$ cat src/rtl/draw_pkg.sv
// Shared widths and FSM encoding for the rectangle draw path (scheduler, engine, game FSMs).
// Pure declarations: no logic, no latency, no flow control.
package draw_pkg;

   localparam int X_W   = 8;
   localparam int Y_W   = 7;
   localparam int DIM_W = 5;
   localparam int COL_W = 3;

   typedef enum logic [1:0] {
      IDLE = 2'd0,
      LOAD = 2'd1,
      RUN  = 2'd2,
      ACK  = 2'd3
   } draw_state_e;

   localparam logic [1:0] ST_IDLE = IDLE;
   localparam logic [1:0] ST_LOAD = LOAD;
   localparam logic [1:0] ST_RUN  = RUN;
   localparam logic [1:0] ST_ACK  = ACK;

endpackage

$ cat src/rtl/rr_pick.sv
// Combinational round-robin selector: first set req bit after last_grant, wrapping.
// Zero latency; no backpressure, valid simply reflects |req.
module rr_pick #(
   parameter int NUM_REQ = 4
) (
   input  logic [NUM_REQ-1:0] req,
   input  logic [2:0]         last_grant,
   output logic               valid,
   output logic [2:0]         index
);

   always_comb begin
      int                 cand;
      logic [NUM_REQ-1:0] shifted;
      valid   = 1'b0;
      index   = 3'd0;
      cand    = 0;
      shifted = '0;
      for (int i = 1; i <= NUM_REQ; i++) begin
         cand = int'(last_grant) + i;
         if (cand >= NUM_REQ) cand = cand - NUM_REQ;
         shifted = req >> cand;
         if (!valid && shifted[0]) begin
            valid = 1'b1;
            index = 3'(cand);
         end
      end
   end

endmodule

$ cat src/rtl/draw_scheduler.sv
// Shares one rectangle engine among NUM_REQ requesters: IDLE grant -> 1-cycle LOAD -> RUN to done -> 1-cycle ACK.
// Grant-to-RUN is 2 cycles, ack 1 cycle after done; pause or busy holds requesters off (req stays high until ack).
module draw_scheduler
   import draw_pkg::*;
#(
   parameter int NUM_REQ = 4
) (
   input  logic                     clk,
   input  logic                     reset,
   input  logic [NUM_REQ-1:0]       req,
   input  logic [NUM_REQ*X_W-1:0]   req_x,
   input  logic [NUM_REQ*Y_W-1:0]   req_y,
   input  logic [NUM_REQ*DIM_W-1:0] req_w,
   input  logic [NUM_REQ*DIM_W-1:0] req_h,
   input  logic [NUM_REQ*COL_W-1:0] req_c,
   input  logic                     pause,
   output logic [NUM_REQ-1:0]       ack,
   output logic                     busy,
   output logic [2:0]               grant_id,
   output logic [X_W-1:0]           eng_x,
   output logic [Y_W-1:0]           eng_y,
   output logic [DIM_W-1:0]         eng_w,
   output logic [DIM_W-1:0]         eng_h,
   output logic [COL_W-1:0]         eng_c,
   output logic                     eng_reset,
   output logic                     eng_enable,
   input  logic                     eng_done,
   output logic                     plot
);

   logic [1:0] state;
   logic [2:0] last_grant;
   logic       pick_vld;
   logic [2:0] pick_idx;

   rr_pick #(.NUM_REQ(NUM_REQ)) u_rr_pick (
      .req        (req),
      .last_grant (last_grant),
      .valid      (pick_vld),
      .index      (pick_idx)
   );

   always_ff @(posedge clk) begin
      if (!reset) begin
         state      <= ST_IDLE;
         last_grant <= 3'(NUM_REQ - 1);
         grant_id   <= 3'd0;
         eng_x      <= '0;
         eng_y      <= '0;
         eng_w      <= '0;
         eng_h      <= '0;
         eng_c      <= '0;
      end else begin
         case (state)
            ST_IDLE: begin
               if (!pause && pick_vld) begin
                  grant_id <= pick_idx;
                  eng_x    <= req_x[pick_idx*X_W +: X_W];
                  eng_y    <= req_y[pick_idx*Y_W +: Y_W];
                  eng_w    <= req_w[pick_idx*DIM_W +: DIM_W];
                  eng_h    <= req_h[pick_idx*DIM_W +: DIM_W];
                  eng_c    <= req_c[pick_idx*COL_W +: COL_W];
                  state    <= ST_LOAD;
               end
            end
            ST_LOAD: state <= ST_RUN;
            ST_RUN: begin
               if (eng_done) state <= ST_ACK;
            end
            default: begin
               last_grant <= grant_id;
               state      <= ST_IDLE;
            end
         endcase
      end
   end

   // Engine reset is the load strobe: held low by our own reset too, so an aborted draw never resumes.
   assign eng_reset  = reset & (state != ST_LOAD);
   assign eng_enable = (state == ST_RUN);
   assign plot       = (state == ST_RUN) & ~eng_done;
   assign busy       = (state != ST_IDLE);
   assign ack        = (state == ST_ACK) ? (NUM_REQ'(1) << grant_id) : '0;

endmodule

$ cat config.mk
export PLATFORM = sky130hd
export DESIGN_NAME = draw_scheduler
export DESIGN_NICKNAME = d
export VERILOG_FILES = /design/src/rtl/draw_pkg.sv /design/src/rtl/rr_pick.sv /design/src/rtl/draw_scheduler.sv
export SDC_FILE = /design/constraint.sdc
export NUM_CORES = 1
export LEC_CHECK = 0
export ABC_AREA = 1
export ABC_CLOCK_PERIOD_IN_PS = 2300
export CORE_MARGIN = 5
export CORE_UTILIZATION = 44
export CTS_CLUSTER_DIAMETER = 50
export DETAILED_ROUTE_END_ITERATION = 8
export DONT_BUFFER_PORTS = 1
export HOLD_SLACK_MARGIN = 0.03
export PLACE_DENSITY = 0.63
export SYNTH_ARGS = -nofsm -noshare
export SYNTH_HDL_FRONTEND = slang
export SYNTH_SLANG_ARGS = --single-unit
$ cat constraint.sdc
create_clock -name clk -period 2.3 [get_ports clk]
set_clock_uncertainty 0.1 [all_clocks]
set_input_delay 0.23 -clock clk [delete_from_list [all_inputs] [get_ports clk]]
set_output_delay 0.23 -clock clk [all_outputs]
set_load 0.03 [all_outputs]
==> results of run 1 <==
critical path, delay by kind of cell (launching register included):
kind                     cells  cell delay (ps)
buffers and inverters        3              250
adder cells (fa/ha/maj)      1              280
AND/OR/NAND/NOR             10              750
AO/OA/AOI/OAI                2              360
flip-flops                   1              350
power by group through the flow:
stage,registers [W],logic (W),clock network (W)
after detailed placement,0.00146,0.00283,0
after global routing,0.00147,0.00338,0.000519
after global placement,0.00146,0.00278,0
after CTS,0.00145,0.00292,0.000502
after floorplan,0.00139,0.00215,0
final,0.00145,0.00303,0.000469
logic make-up (layout without fill, tap and decap cells):
family / count (synthesis) / in the layout
simple gates: 271 / 271
buf+inv: 101 / 123
compound gates: 56 / 56
flops: 36 / 36
fa+ha+maj: 7 / 7
other cells: 0 / 1
worst max-delay path by stage:
stage                     endpoint           from  cells after the start  slack [ps]
after floorplan           eng_c[2]  last_grant[0]                     17          -8
after global placement    eng_h[2]  last_grant[0]                     14          20
after detailed placement  eng_x[7]  last_grant[0]                     17         -40
after CTS                 eng_y[1]  last_grant[0]                     14           6
after global routing      eng_x[6]  last_grant[0]                     15         -70
final                     eng_y[1]  last_grant[1]                     16          80
cells in the final DEF (no fill, tap or decap), drive strengths merged, types with 8 or more instances in the layout:
cell type    Yosys  final
a21oi           20     20
nor2            16     16
nand3           77     77
buf             21     29
o21a            27     27
nand2          136    136
inv             73     73
clkbuf           6      8
dlygate4sd3      0     12
dfxtp           36     36
nand3b          33     33
o21ai            8      8
registers in the layout, summed over array words and instances (netlist names):
register	flops
eng_w	5
last_grant	3
eng_c	3
grant_id	3
eng_x	8
eng_h	5
state	2
eng_y	7
area by class of cell:
type	count	area [um^2]	area share (%)
timing repair buffer	41	443	12.7
clock buffer	8	90.1	2.59
sequential	36	723	20.8
inverter	74	288	8.27
multi-input combinational	334	1840	52.8
antenna	1	2.50	0.0719
tap	77	96.3	2.77
per-stage QoR:
step	area, um^2	instances	hold WS, ps
2_1_floorplan	2930	471	266
3_3_place_gp	3130	546	246
3_5_place_dp	3130	546	248
4_1_cts	3370	566	36.8
5_1_grt	3480	571	48.9
6_report	3480	571	54.4
timing repair:
| item | 4_1_cts | 5_1_grt |
|---|---|---|
| resized for setup | 9 | 22 |
| hold buffers | 12 | 0 |
| endpoints found under the setup margin | 28 | 28 |
| setup buffers | 0 | 5 |
| endpoints found under the hold margin | 17 | 0 |
| pin swaps | 0 | 9 |
per-layer routing:
| layer | share of wire, % | track usage, % | wire, um |
|---|---|---|---|
| met1 | 38 | 21.7 | 3400 |
| met3 | 10 | 7.27 | 926 |
| met5 | 0 | 0 | 0 |
| met2 | 49 | 35.1 | 4370 |
| met4 | 2.5 | 7.91 | 223 |
==> summary.md, run 1 <==
| Metric | Value |
|---|---|
| Top cells by area, synth | dfxtp_1 (25%), nand2_1 (17%), nand3_1 (13%), inv_1 (8.6%), nand3b_1 (8.5%) |
| Worst-case clock buffer depth | 2 |
| Routed Antenna Nets | 0 |
| Hold crit path type | input port to flip-flop |
| Worst Setup Start Kind | flip-flop |
| Initial drt markers | 79 |
| Reg clk slew, reported paths | 80 ps |
| Worst path slowest cell | dfxtp_2 |
| Register area share after synthesis | 24.6% |
| Xor and xnor fraction of the mapped netlist area | 0% |
| Total GRT Usage | 20.0% |
| Worst path cell trace | inv_2 > ha_4 > inv_4 > nand3_1 > nand2_1 > nand2_2 > nand2_4 > nand2_1 > nand2_1 > nand2_1 > nand3_2 > a21oi_4 > buf_12 > nand2_1 > a21oi_1 > nor2_1 |
| Slew HR | 60.9% |
| Via Count | 3,133 |
| First-pass GRT wire length | 13,800 um |
| Number of flops mapped to enable cells by yosys | 0 |
| Data required, critical path | 2380 ps |
| P_int | 0.00232 W |
| WP data arrival | 2300 ps |
| Final min period | 2220 ps |
| Vias per cell | 5.49 |
| Core ar. | 0.00642 mm^2 |
| Final RePlAce weighted congestion | 0.819 |
| Yosys top cell by area | dfxtp_1 |
| Hold Path Sink | eng_h[2] |
| Main flop type after synthesis | dfxtp_1 |
| Final Hold Viols | 0 |
| WHS Path Cells | 3 |
| Die width | 91.5 um |
| Max stage delay on crit path | 350 ps |
| Unrepaired setup endpoints after global routing | true |
| Worst hold path startpoint | reset |
| RR Startpoint | last_grant[1] |
| Placement Setup Slack | -38.6 ps |
| Seq pwr share | 29.3% |
| Largest net degree at the start of global routing | 29 |
| Die height | 91.5 um |
| Worst reg-to-reg setup slack | 80 ps |
| R2r worst-path depth | 16 |
| Num ports | 159 |
| Achievable frequency | 0.451 GHz |
| I/O Buffers | 0 |
| Filler Cell Count | 616 |
| Syn_area_per_cell | 6.21 um^2 |
| Clock root cell | clkbuf_8 |
| Async set-reset flop share out of synthesis | 0% |
| Simple-gate share of the synthesized area | 45.3% |
| VDD IR max | 0.000553 V |
| Gate power share | 61.3% |
| Crit path capture type | flip-flop |
| Full die area | 0.00838 mm^2 |
| Clk pwr share | 9.5% |
| Synth Area in Compound Gates | 12.2% |
| CTS Buf Count | 5 |
| Grt ovf | 0 |
| Num rows | 29 |
| Initial cell density of the core | 45.5% |
| Initial antenna violation count | 1 |
| Total Power | 0.00494 W |
| Switching Share | 53.1% |
| Routed length per instance | 15.6 um |
| Final setup violation count | 0 |
| Crit path kind | flip-flop to flip-flop |
| Final WL | 8920 um |
| Final cycle utilization of the critical path | 96.4% |
| Static Leak | 1.74 nW |
| Syn Nets | 598 |
| Mapped Area | 0.00293 mm^2 |
| Synth Instances | 471 |
| Max-cap viol count | 0 |
| Final-stage net count | 619 |
| Main combinational cell family by area after synthesis | simple AND/OR/NAND/NOR gates |
| Status | complete, no violations |
| Sw power | 0.00262 W |
| Detailed placement HPWL | 6520 um |
| Drc violations | 0 |
| Most used cell, CP | nand2_1 |
| Synth Warn # | 0 |
| Final core utilization | 54.2% |
| Yosys reg bits | 36 |
| Synth top cells by count | nand2_1 (130), nand3_1 (74), inv_1 (67), dfxtp_1 (36), nand3b_1 (33) |
| Worst Max-Slew Pin Slew | 584 ps |
| Power Density | 1420 mW/mm^2 |
| Synth unique cells | 29 |
| First-pass iteration count of the detailed router | 5 |
| Vias in the first global route | 2,943 |
| Max Slew Vio Count | 0 |
| CTS tree | done |
| Most common cell in the netlist | nand2_1 |
| Ratio of cells with drive above 1 in the final layout | 13.6% |
| Clk sinks | 36 |
| Setup TNS | 0 ps |
| Synth top area share | 24.6% |
| Area grow syn2layout | 19.0% |
| Setup WS post-layout | 83.5 ps |
| Worst-Skew Late Latency | 290 ps |
| Htree depth | 2 |
| Reg2reg end | eng_y[1] |
| Critical path fanouts, max | 12 |
| Synthesized-area fraction occupied by adder cells | 2.99% |
| Multiplexer share of the synthesized area | 0% |
No activity file was read; power rests on OpenSTA's default activity.
==> run 2, diff against run 1 <==
Settings changed: CORE_UTILIZATION 44 to 50, GPL_TIMING_DRIVEN set to 0, PLACE_DENSITY 0.63 to 0.7.
==> summary.md, run 2 (synthesized netlist as in run 1, its figures left out) <==
| Metric | Value |
|---|---|
| Vias per cell | 5.63 (+2.6%) |
| Most common cell after layout, fill and taps aside | nand2_1 |
| Worst Setup Start Kind | flip-flop |
| Total GRT Usage | 26.1% (+6.1 points) |
| Final Hold Viols | 0 (unchanged) |
| Static Leak | 1.99 nW (+15%) |
| Worst-Skew Late Latency | 280 ps (about the same) |
| Status | finished, violations left |
| VDD IR max | 0.000856 V (+55%) |
| Power Density | 1550 mW/mm^2 (+9.5%) |
| Drc violations | 0 (unchanged) |
| Slew HR | 47.0% (-14 points) |
| Unrepaired setup endpoints after global routing | true |
| I/O Buffers | 0 (unchanged) |
| Final RePlAce weighted congestion | 0.851 (+3.9%) |
| Reg clk slew, reported paths | 80 ps (about the same) |
| Core ar. | 0.00561 mm^2 (-13%) |
| Crit path kind | flip-flop to flip-flop |
| Hold crit path type | input port to flip-flop |
| Ratio of cells with drive above 1 in the final layout | 32.2% (+19 points) |
| Final setup violation count | 29 (+29) |
| Detailed placement HPWL | 7290 um (+12%) |
| First-pass GRT wire length | 15,500 um (+12%) |
| Initial cell density of the core | 52.2% (+6.6 points) |
| Htree depth | 2 (unchanged) |
| Max FFs per register | 8 (unchanged) |
| First-pass iteration count of the detailed router | 5 (unchanged) |
| Grt ovf | 0 (unchanged) |
| Die width | 86.5 um (-5.5%) |
| Worst-case clock buffer depth | 2 (unchanged) |
| Area grow syn2layout | 43.2% |
| WHS Path Cells | 2 (-1) |
| Crit path capture type | flip-flop |
| CTS Buf Count | 5 (unchanged) |
| Post-Layout Cell Count | 593 (+3.9%) |
| Total Power | 0.00651 W (+32%) |
| Clock root cell | clkbuf_8 |
| Clk sinks | 36 (unchanged) |
| Routed Antenna Nets | 0 (unchanged) |
| Initial drt markers | 145 (+84%) |
| Hold slack | 61.5 ps (+7.13 ps) |
| Failing checks | setup timing |
| Final min period | 2410 ps (+194 ps) |
| Max Slew Vio Count | 0 (unchanged) |
| Achievable frequency | 0.415 GHz (-8.1%) |
| R2r worst-path depth | 14 (-2) |
| Critical path fanouts, max | 6 (-6) |
| CTS tree | done |
| Num ports | 159 (unchanged) |
| Placed Area | 0.00302 mm^2 (-3.7%) |
| Placed Cells | 543 (-0.55%) |
| WP data arrival | 2490 ps (+190 ps) |
| Post-layout instance area | 0.00419 mm^2 (+20%) |
| Data required, critical path | 2380 ps (about the same) |
| Num rows | 27 (-6.9%) |
| Die height | 86.5 um (-5.5%) |
| Via Count | 3,337 (+6.5%) |
| Final cycle utilization of the critical path | 105% (+8.5 points) |
| Full die area | 0.00748 mm^2 (-11%) |
| Most flops, register | eng_x |
| Worst Max-Slew Pin Slew | 789 ps (+204 ps) |
| Setup WS post-layout | -111 ps (-194 ps) |
| Max-cap viol count | 0 (unchanged) |
| Vias in the first global route | 3,195 (+8.6%) |
| Largest net degree at the start of global routing | 11 (-62%) |
| Final WL | 10,800 um (+21%) |
| Initial antenna violation count | 1 (unchanged) |
| Placement Setup Slack | -487 ps (-448 ps) |
| Most frequent cells in the layout | nand2_1 (108), inv_1 (64), nand3_2 (44), dfxtp_1 (34), nand3b_1 (33) |
| Routed length per instance | 18.2 um (+17%) |
| Final-stage net count | 645 (+4.2%) |
| Biggest regs | eng_x: 8 flops, eng_y: 7 flops |
[run 2: cell count changes in the layout (fill, tap and decap cells not counted), sizes merged]
cell and delta:
clkbuf +8, dlygate4sd3 -1, inv -1, buf +19, clkinv +1, diode +1
[run 2: area by class of cell]
class,count,area (um^2)
multi-input combinational,334,2240
sequential,36,726
timing repair buffer,40,452
tap,72,90.1
inverter,74,308
antenna,2,5.00
clock buffer,8,90.1
buffer,27,283
fill,434,1420
[run 2: per-stage QoR]
step / TNS (ps) / util (%)
2_1_floorplan: -73.3 / -
3_3_place_gp: -11010 / 53.8
3_5_place_dp: -11930 / 53.8
4_1_cts: -314 / 65.2
5_1_grt: -5320 / 74.7
6_report: -2000 / 74.7
[run 2: report_power, final]
| group | switching (W) | total [W] | leakage (nW) | internal (W) |
|---|---|---|---|---|
| logic | 0.00255 | 0.00459 | 1.65 | 0.00204 |
| clock network | 0.000221 | 0.000466 | 0.0455 | 0.000245 |
| registers | 0.000594 | 0.00145 | 0.296 | 0.000856 |
[run 2: path summary, 6_finish.rpt]
kind | startpoint | slack (ps) | endpoint
max reg2reg | last_grant[0] | -110 | eng_h[2]
max | last_grant[0] | -110 | eng_h[2]
min reg2reg | state[1] | 460 | state[1]
min | eng_done | 60 | state[1]
[run 2: repair_timing]
action | CTS | global route
resized for setup | 70 | 114
pin swaps | 18 | 49
cloned | 4 | 2
setup buffers | 20 | 6
hold buffers | 11 | 0
setup endpoints to repair | 33 | 34
hold endpoints to repair | 11 | 0
[run 2: layer usage]
metal | up-vias | global-route usage, % | wire length (um)
li1 | 1607 | - | -
met1 | 1549 | 27.9 | 3930
met4 | 0 | 8.64 | 235
met3 | 24 | 8.46 | 1090
met5 | - | 0 | 0
met2 | 157 | 48.1 | 5540
[run 2: critical path, cell delays in order (launching register included)]
cell and delay, ps:
dfxtp_2 350, buf_6 120, inv_8 30, ha_4 280
inv_4 50, a21oi_2 120, nand2_2 100, nand2_4 130
nand4_1 170, nand2b_4 230, a21oi_4 220, buf_6 160
nand2_2 60, a21oi_2 110, nor2_1 60
